File: config.mk
export PLATFORM = sky130hd
export DESIGN_NAME = mdu_hilo
export DESIGN_NICKNAME = d
export VERILOG_FILES = /design/src/rtl/mips_defs.sv /design/src/rtl/mdu_divstep.sv /design/src/rtl/mdu_hilo.sv
export SDC_FILE = /design/constraint.sdc
export NUM_CORES = 1
export LEC_CHECK = 0
export ABC_AREA = 1
export BUFFER_PORTS_ARGS = -buffer_cell sky130_fd_sc_hd__buf_2
export CORE_MARGIN = 2
export CORE_UTILIZATION = 40
export CTS_BUF_LIST = sky130_fd_sc_hd__clkbuf_8
export DETAILED_ROUTE_END_ITERATION = 10
export PLACE_DENSITY_LB_ADDON = 0.05
export RECOVER_POWER = 50
export SYNTH_ARGS = -nofsm -noshare
export SYNTH_HDL_FRONTEND = slang
export SYNTH_HIERARCHICAL = 1
export SYNTH_SLANG_ARGS = --single-unit
File: constraint.sdc
create_clock -name clk -period 5.73 [get_ports clk]
set_input_delay 0.573 -clock clk [delete_from_list [all_inputs] [get_ports clk]]
set_output_delay 0.573 -clock clk [all_outputs]
set_load 0.01 [all_outputs]
File: src/rtl/mips_defs.sv
`default_nettype none
// ============================================================================
// Module  : mips_defs
// Brief   : Shared MDU op encodings and FSM state type for the MIPS datapath.
// Revision: 1.0 - initial release
// ============================================================================
package mips_defs;

    localparam logic [2:0] MDU_MULT  = 3'd0;
    localparam logic [2:0] MDU_MULTU = 3'd1;
    localparam logic [2:0] MDU_DIV   = 3'd2;
    localparam logic [2:0] MDU_DIVU  = 3'd3;
    localparam logic [2:0] MDU_MTHI  = 3'd4;
    localparam logic [2:0] MDU_MTLO  = 3'd5;

    typedef enum logic [1:0] {
        MDU_IDLE  = 2'd0,
        MDU_CALC  = 2'd1,
        MDU_FIXUP = 2'd2
    } mdu_state_t;

endpackage
`default_nettype wire

File: src/rtl/mdu_divstep.sv
`default_nettype none
// ============================================================================
// Module  : mdu_divstep
// Brief   : One restoring-division step: shift in a dividend bit, trial-subtract.
// Revision: 1.0 - initial release
// ============================================================================
module mdu_divstep #(
    parameter int WIDTH = 32
) (
    input  logic [WIDTH-1:0] i_rem,
    input  logic [WIDTH-1:0] i_dq,
    input  logic [WIDTH-1:0] i_divisor,
    output logic [WIDTH-1:0] o_rem,
    output logic [WIDTH-1:0] o_dq
);

    logic [WIDTH:0]   w_shifted;
    logic [WIDTH+1:0] w_diff;
    logic             w_fits;

    // i_rem < divisor, so the shifted partial remainder always fits in WIDTH+1 bits
    assign w_shifted = {i_rem, i_dq[WIDTH-1]};
    assign w_diff    = {1'b0, w_shifted} - {2'b00, i_divisor};
    assign w_fits    = ~w_diff[WIDTH+1];

    assign o_rem = w_fits ? w_diff[WIDTH-1:0] : w_shifted[WIDTH-1:0];
    assign o_dq  = {i_dq[WIDTH-2:0], w_fits};

endmodule
`default_nettype wire

File: src/rtl/mdu_hilo.sv
`default_nettype none
// ============================================================================
// Module  : mdu_hilo
// Brief   : Iterative multiply/divide unit with architectural HI/LO registers.
// Revision: 1.0 - initial release
// ============================================================================
module mdu_hilo
    import mips_defs::*;
#(
    parameter int WIDTH = 32
) (
    input  logic             clk,
    input  logic             rst,
    input  logic             start,
    input  logic [2:0]       op,
    input  logic [WIDTH-1:0] a,
    input  logic [WIDTH-1:0] b,
    output logic             busy,
    output logic             done,
    output logic [WIDTH-1:0] hi,
    output logic [WIDTH-1:0] lo
);

    localparam int                 c_CNT_W = $clog2(WIDTH);
    localparam logic [c_CNT_W-1:0] c_LAST  = c_CNT_W'(WIDTH - 1);

    mdu_state_t         r_state;
    mdu_state_t         w_state_next;
    logic [c_CNT_W-1:0] r_count;
    logic [2*WIDTH-1:0] r_acc;
    logic [WIDTH-1:0]   r_mcand;
    logic               r_is_div;
    logic               r_neg_q;
    logic               r_neg_r;
    logic               r_div0;
    logic               r_done;
    logic [WIDTH-1:0]   r_hi;
    logic [WIDTH-1:0]   r_lo;

    logic               w_accept;
    logic               w_arith;
    logic               w_signed;
    logic               w_a_neg;
    logic               w_b_neg;
    logic [WIDTH-1:0]   w_a_mag;
    logic [WIDTH-1:0]   w_b_mag;
    logic [WIDTH:0]     w_mul_sum;
    logic [2*WIDTH-1:0] w_mul_next;
    logic [WIDTH-1:0]   w_div_rem;
    logic [WIDTH-1:0]   w_div_dq;
    logic [2*WIDTH-1:0] w_prod_fix;
    logic [WIDTH-1:0]   w_quot_fix;
    logic [WIDTH-1:0]   w_rem_fix;

    assign w_accept = (r_state == MDU_IDLE) && start;
    assign w_arith  = w_accept && (op <= MDU_DIVU);
    assign w_signed = (op == MDU_MULT) || (op == MDU_DIV);
    assign w_a_neg  = w_signed && a[WIDTH-1];
    assign w_b_neg  = w_signed && b[WIDTH-1];
    assign w_a_mag  = w_a_neg ? -a : a;
    assign w_b_mag  = w_b_neg ? -b : b;

    // Shift-add: upper half accumulates, carry re-enters at the top on the shift
    assign w_mul_sum  = {1'b0, r_acc[2*WIDTH-1:WIDTH]} + (r_acc[0] ? {1'b0, r_mcand} : '0);
    assign w_mul_next = {w_mul_sum, r_acc[WIDTH-1:1]};

    mdu_divstep #(
        .WIDTH (WIDTH)
    ) u_divstep (
        .i_rem     (r_acc[2*WIDTH-1:WIDTH]),
        .i_dq      (r_acc[WIDTH-1:0]),
        .i_divisor (r_mcand),
        .o_rem     (w_div_rem),
        .o_dq      (w_div_dq)
    );

    // A zero divisor naturally leaves |a| as remainder, so only the quotient is forced
    assign w_prod_fix = r_neg_q ? -r_acc : r_acc;
    assign w_quot_fix = r_div0 ? '1 : (r_neg_q ? -r_acc[WIDTH-1:0] : r_acc[WIDTH-1:0]);
    assign w_rem_fix  = r_neg_r ? -r_acc[2*WIDTH-1:WIDTH] : r_acc[2*WIDTH-1:WIDTH];

    always_ff @(posedge clk or posedge rst) begin
        if (rst) begin
            r_state <= MDU_IDLE;
        end else begin
            r_state <= w_state_next;
        end
    end

    always_comb begin
        w_state_next = r_state;
        busy         = (r_state != MDU_IDLE);
        case (r_state)
            MDU_IDLE:  if (w_arith) w_state_next = MDU_CALC;
            MDU_CALC:  if (r_count == c_LAST) w_state_next = MDU_FIXUP;
            MDU_FIXUP: w_state_next = MDU_IDLE;
            default:   w_state_next = MDU_IDLE;
        endcase
    end

    always_ff @(posedge clk or posedge rst) begin
        if (rst) begin
            r_count  <= '0;
            r_acc    <= '0;
            r_mcand  <= '0;
            r_is_div <= 1'b0;
            r_neg_q  <= 1'b0;
            r_neg_r  <= 1'b0;
            r_div0   <= 1'b0;
            r_done   <= 1'b0;
            r_hi     <= '0;
            r_lo     <= '0;
        end else begin
            r_done <= (r_state == MDU_FIXUP);
            case (r_state)
                MDU_IDLE: begin
                    if (w_arith) begin
                        r_acc    <= {{WIDTH{1'b0}}, w_a_mag};
                        r_mcand  <= w_b_mag;
                        r_is_div <= op[1];
                        r_neg_q  <= w_a_neg ^ w_b_neg;
                        r_neg_r  <= w_a_neg;
                        r_div0   <= op[1] && (b == '0);
                        r_count  <= '0;
                    end else if (w_accept && op == MDU_MTHI) begin
                        r_hi <= a;
                    end else if (w_accept && op == MDU_MTLO) begin
                        r_lo <= a;
                    end
                end
                MDU_CALC: begin
                    r_acc   <= r_is_div ? {w_div_rem, w_div_dq} : w_mul_next;
                    r_count <= r_count + 1'b1;
                end
                MDU_FIXUP: begin
                    if (r_is_div) begin
                        r_hi <= w_rem_fix;
                        r_lo <= w_quot_fix;
                    end else begin
                        r_hi <= w_prod_fix[2*WIDTH-1:WIDTH];
                        r_lo <= w_prod_fix[WIDTH-1:0];
                    end
                end
                default: ;
            endcase
        end
    end

    assign done = r_done;
    assign hi   = r_hi;
    assign lo   = r_lo;

endmodule
`default_nettype wire

Yosys cells after proc, flatten, opt, wreduce, memory -nomap -nowiden
Index checks and enable logic that the tools add are counted. W data, S select, Z words.

Reduce and logical (&&, ||, !) cells: 19. Equality and inequality tests: 12. Bitwise operators: 2. Magnitude comparators: 1. Add/sub/neg operators: 8. Muxes and demuxes: 25.

Operator list (count): $mux W32 (14); $mux W64 (3); $neg A32 Y32 (4); $pmux W32 S2 (2); $pmux W64 S2 (1); $neg A64 Y64 (1); $sub A33 B32 Y34 (1); $add A32 B32 Y33 (1); $logic_not A32 Y1 (1); $pmux W5 S2 (1); $ne A2 B2 Y1 const B (4); $logic_and A1 B1 Y1 (7); $eq A3 B3 Y1 const B (2); $reduce_and A2 Y1 (3); $reduce_bool A2 Y1 (3); $add A5 B1 Y5 const B (1); $eq A5 B5 Y1 const B (1); $mux W5 (1); $mux W2 (2); $ne A2 B1 Y1 const B (2); $pmux W2 S2 (1); $reduce_and A4 Y1 (1); $eq A3 B2 Y1 const B (1); $le A3 B2 Y1 const B (1); other kinds (8) (8).

Register bits after elaboration: 172. Logic and storage cells: 78. Input bits: 70. Output and inout port bits: 66.

Longest topological paths before layout
Depth in word-level cells: 7. Depth in mapped cells: 19. Depth with buffers taken out: 19.

Cells and area by module
Netlist, hierarchy kept.

By module, submodules not included: mdu_hilo (times used 1, area an instance 14669.1 um2, seq. area each 4304.1 um2, cells an instance 2405); mdu_divstep (times used 1, area an instance 3365.7 um2, seq. area each 0.0 um2, cells an instance 671).

Worst setup path after synthesis
OpenSTA, ideal clock, no wires.

Kind: reg2reg. From: reg r_acc[0]. To: reg r_acc[57]. Clock period less this slack: 2306 ps. Cell stages (with the launch flop): 19. Arrival time: 2185 ps. Library setup time: 121 ps. Path buffers: 2. Data required time: 5609 ps. Path slack: 3424 ps. Path through: dfrtp_1 > buf_6 > clkbuf_1 > nand2_1 > inv_1 > ha_1 > fa_1 > nand3_1 > nand2_1 > nand2_1 > nand2_1 > nand2_1 > nand2_1 > nand2_1 > nand3_1 > nand2_1 > nand2_1 > o21bai_1 > nand2_1.

Cells in the longest elaborated chain, start to end: 4.

RTL lines: from (decl) (RTL line mdu_hilo.sv:30) `logic [2*WIDTH-1:0] r_acc;`; from (signal assigned) (RTL line mdu_hilo.sv:118) `r_acc <= {{WIDTH{1'b0}}, w_a_mag};`; from (signal assigned) (RTL line mdu_hilo.sv:132) `r_acc <= r_is_div ? {w_div_rem, w_div_dq} : w_mul_next;`; $mux W32 (RTL line mdu_hilo.sv:64) `assign w_mul_sum = {1'b0, r_acc[2*WIDTH-1:WIDTH]} + (r_acc[0] ? {1'b0, r_mcand} : '0);`; $add A32 B32 Y33 (RTL line mdu_hilo.sv:64); $mux W64 (RTL line mdu_hilo.sv:132); $pmux W64 S2 (RTL line mdu_hilo.sv:115) `case (r_state)`.

Every way passes these cells. A chain may end at the register's enable or synchronous reset.

Worst setup path in the final report
From: reg r_state[0]. To: reg r_acc[4].

Cells in the longest elaborated chain, start to end: 5. Elaborated cells on any way between the ends: 8. Those cells by class: 2 x eq/ne; 1 x mux; 5 x reduce/logical.

RTL lines: from (decl) (RTL line mdu_hilo.sv:27) `mdu_state_t r_state;`; from (signal assigned) (RTL line mdu_hilo.sv:86) `r_state <= w_state_next;`; $logic_not A2 Y1 (RTL line mdu_hilo.sv:55, mdu_hilo.sv:115); $logic_and A1 B1 Y1 (RTL line mdu_hilo.sv:55) `assign w_accept = (r_state == MDU_IDLE) && start;`; $logic_and A1 B1 Y1 (RTL line mdu_hilo.sv:56) `assign w_arith = w_accept && (op <= MDU_DIVU);`; $ne A2 B2 Y1 (no line); $reduce_and A2 Y1 (no line).

Several ways; a longest one is shown, not always the timed one.

==> results by stage <==
Place:
- The total placed cells including tap cells is 3690.
- The congestion estimate from routability-driven global placement came to 1.017.
- Before CTS, the worst setup slack after placement is 2794 ps.
- The instance area after placement is 0.01888 sq mm.
- Detailed placement finished with a half-perimeter wire length of 59980 um.
- The number of buffers added on ports is 135.

Power and ir drop:
- After layout, the design draws a total of 13060 uW.
- Combinational logic burns 71.6% of the power.
- Of the total power, the share spent switching nets is 59.97%.
- The internal portion of the total power is 5227 uW.
- Per report_power, the clock group accounts for 7.4% of the total.
- In this run the power spent charging and discharging nets is 7830 uW.
- Dividing total power by cell area gives a power density of 678.7 mW/mm^2.
- The worst-case IR drop observed on VDD is 0.0002518 V.
- Summed over all cells, the static leakage comes to 0.01008 uW.
- Per report_power, the sequential group accounts for 21.0% of the total.

Route:
- Detailed routing inserted a total of 19920 vias.
- For this run, the detailed router's first-pass iteration total came to 8.
- The routed design has 75240 um of wire.
- In this run the remaining antenna-violating nets after routing total 0.
- The number of remaining DRC errors is 0.
- In this run, the number of DRC markers left after iteration 0 of detailed routing was 1527.
- The average vias per placed instance is 5.352.
- In the final routed layout, each cell accounts on average for 20.22 um.

Timing:
- Across all setup checks in the final design, the least slack found is 1567 ps.
- The fmax is 240.2 MHz.
- At the pin with the least slew margin, the transition time is 3796 ps.
- For the final routed database, the setup TNS stands at 0 ps.
- Setup repair after global routing left no endpoint under its margin.
- After layout, the worst path uses 72.65% of the clock period.
- The final critical-path required period is 4163 ps.
- The total count of hold-check failures in the final report is 0.
- The number of failing setup endpoints in the final timing report is 0.
- The max-slew violation count was 144.
- The setup skew after layout is 35.84 ps.
- The headroom to the max-slew limit is -154.5%.

Final layout:
- The diode insertion count for antenna repair is 0.
- The finished cells cover 0.01924 sq mm.
- The area growth from synthesis to layout is 6.674%.
- The net count of the finished layout is 3259.
- In the final layout, the share of cells above drive strength 1 is 8.339%.
- The post-layout instance count excluding filler cells is 3722.

Min path:
- In this run the most critical hold path is launched from b[31].
- The path class of the tightest hold or removal check is in -> reg.

Global route:
- The first-pass GRT wire length is 114800 um.
- The total global routing track utilization is 32.38%.
- The remaining global-route overflow is 0.
- The initial antenna violation count came to 1.
- The number of global-route vias before repair is 19380.
- The largest net degree at the start of global routing is 98.

Floorplan:
- After floorplanning, the core was sized to cover 0.04432 sq mm.
- The number of core rows is 77.
- The count of boundary I/O pins is 136.
- The overall die area is 0.04680 sq mm.
- The starting density of the core is 40.69%.
- The horizontal extent of the die is 216.3 um.
- The die span in y is 216.3 um.

Critical path:
- The critical path launch point type is a register.
- Data on the critical path arrives at its endpoint at 4680 ps.
- STA puts the critical path data required time at 6250 ps.
- The worst setup path is captured at a register.
- The maximum fanout count along the critical path is 67.
- The most critical setup path has its startpoint at r_state[0].
- In this run the critical register-to-register path is launched from r_state[0].
- The worst setup path is of the reg -> reg kind.

Yosys:
- The cell taking the most area after synthesis is sky130_fd_sc_hd__dfrtp_1.
- The proportion of netlist area held by the largest area contributor is 23.87%.
- By instance count, the leading cell after synthesis is sky130_fd_sc_hd__nand2_1.
- The proportion of register bits with asynchronous set or reset after synthesis is 100.0%.
- The post-synthesis instance total is 3076.
- The number of library cell types mapped by synthesis is 54.
- Counting every net in the synthesized netlist gives 3218.
- Counting flops with a built-in enable in the synthesized netlist gives 0.
- The Yosys warning count is 6.
- By area the synthesized netlist is led by sky130_fd_sc_hd__dfrtp_1 (24%), sky130_fd_sc_hd__nand2_1 (18%), sky130_fd_sc_hd__nor2_1 (10%), sky130_fd_sc_hd__inv_1 (8.6%), sky130_fd_sc_hd__nand3_1 (7.1%).
- The synthesized design contains 172 register bits.
- For this run, the leading register cell type out of synthesis is sky130_fd_sc_hd__dfrtp_1.
- Summing every instance area after synthesis gives 0.01803 sq mm.
- Counting instances in the post-synthesis netlist gives the leading cell types as sky130_fd_sc_hd__nand2_1 (852), sky130_fd_sc_hd__nor2_1 (484), sky130_fd_sc_hd__inv_1 (411).
- Of the synthesized area, sequential elements account for 23.87%.
- In this run the mean area of a mapped cell was 5.863 sq um.

Clock tree:
- The TritonCTS buffer count is 17.
- The maximum level of the CTS H-tree is 4.
- The buffers inserted during post-CTS setup optimization is 0.
- Clock-pin slew was measured on the worst setup and hold paths at 120 ps.
- The worst-case clock buffer depth is 2.
- The clock sink count is 172.
- The TritonCTS clock tree is built.
- The root buffer cell chosen for the clock tree is sky130_fd_sc_hd__clkbuf_8.
- The number of gates given a new drive strength after cts is 0.
- The clock latency on the worst-skew pair is 610 ps.
- The hold buffer count at cts is 0.

Run status:
- The flow ran to the end, but the final reports show violations.
- The checks that failed: max-capacitance violations, max-slew violations.

Flow run:
- The tool flagged a number of max-cap violations equal to 2.
[worst paths after layout]
check / cells past startpoint / end / slack [ps]
max: 8 / r_acc[4] / 1570
min: 3 / r_mcand[31] / 260
max reg2reg: 8 / r_acc[4] / 1570
max in group asynchronous: 2 / r_mcand[22] / 2890
min in group asynchronous: 2 / lo[5] / 1080
min reg2reg: 2 / lo[21] / 490
[per-stage QoR]
step | util (%) | hold WS, ps
global route | 43.41 | 272.7
floorplan | - | 449.5
detailed placement | 42.61 | 474.0
finish | 43.41 | 261.3
global placement | 42.61 | 466.1
CTS | 43.52 | 74.67
[flip-flops by register name (all words and copies together) (netlist names)]
signal and cells:
r_count 5, r_neg_q 1, r_state 2, lo 32, r_acc 64, r_div0 1
r_neg_r 1, r_mcand 32, hi 32, r_is_div 1, done 1
[routing by layer]
metal  vias up  global-route usage (%)  wire, um
li1       9833                       -         -
met1      9266                   39.42     31200
met2       666                   56.32     36840
met3       156                   3.747      3471
met4         0                   16.53      3738
met5         -                       0         0
[placed cells by master, fill, tap and decap left out, types with 11 or more instances in the layout]
cell / instances
sky130_fd_sc_hd__nand2_2: 24
sky130_fd_sc_hd__nand3_1: 255
sky130_fd_sc_hd__buf_2: 107
sky130_fd_sc_hd__nor3_1: 21
sky130_fd_sc_hd__ha_1: 70
sky130_fd_sc_hd__nor2_1: 482
sky130_fd_sc_hd__a31oi_1: 18
sky130_fd_sc_hd__dfrtp_1: 170
sky130_fd_sc_hd__o31ai_1: 12
sky130_fd_sc_hd__xor2_1: 54
sky130_fd_sc_hd__inv_1: 410
sky130_fd_sc_hd__o21ai_0: 195
sky130_fd_sc_hd__clkbuf_1: 29
sky130_fd_sc_hd__nor2_2: 20
sky130_fd_sc_hd__and2_1: 11
sky130_fd_sc_hd__nand3_2: 13
sky130_fd_sc_hd__a21oi_1: 197
sky130_fd_sc_hd__buf_4: 18
sky130_fd_sc_hd__o22ai_1: 15
sky130_fd_sc_hd__clkbuf_8: 17
sky130_fd_sc_hd__nand2_1: 852
sky130_fd_sc_hd__nand4_1: 22
[logic make-up after synthesis]
group / synth area share [%]
AOI/OAI and AO/OA: 14.56
xor gates and xnor gates: 2.720
adders and majority gates: 5.078
buffers and inverters: 12.90
DFF: 23.87
muxes: 0.05550
and+or+nand+nor: 40.83
[cell type report]
class,instances,area (sq um)
flip-flops and latches,172,4307
inverters,420,1578
fillers,5014,25080
well taps,592,740.7
clock buffers,17,234.0
repair buffers,155,799.5
multi-input cells,2351,11410
clock inverters,15,170.2
[power groups by stage]
stage | registers (uW) | clock network, uW | logic (uW)
2_1_floorplan | 2470 | 0 | 6750
3_3_place_gp | 2730 | 0 | 9270
3_5_place_dp | 2750 | 0 | 9240
4_1_cts | 2730 | 991 | 9280
5_1_grt | 2830 | 1020 | 10500
6_report | 2740 | 967 | 9350
[worst max-delay path, stage by stage, from the launching register on]
cell and delay (ps):
sky130_fd_sc_hd__dfrtp_1 440, sky130_fd_sc_hd__inv_1 110, sky130_fd_sc_hd__nor2_2 60, sky130_fd_sc_hd__inv_2 60, sky130_fd_sc_hd__clkbuf_1 2440, sky130_fd_sc_hd__o21ai_0 360
sky130_fd_sc_hd__a21oi_1 320, sky130_fd_sc_hd__o21ai_0 110, sky130_fd_sc_hd__o21ai_0 120
(Power assumes the default switching activity.)
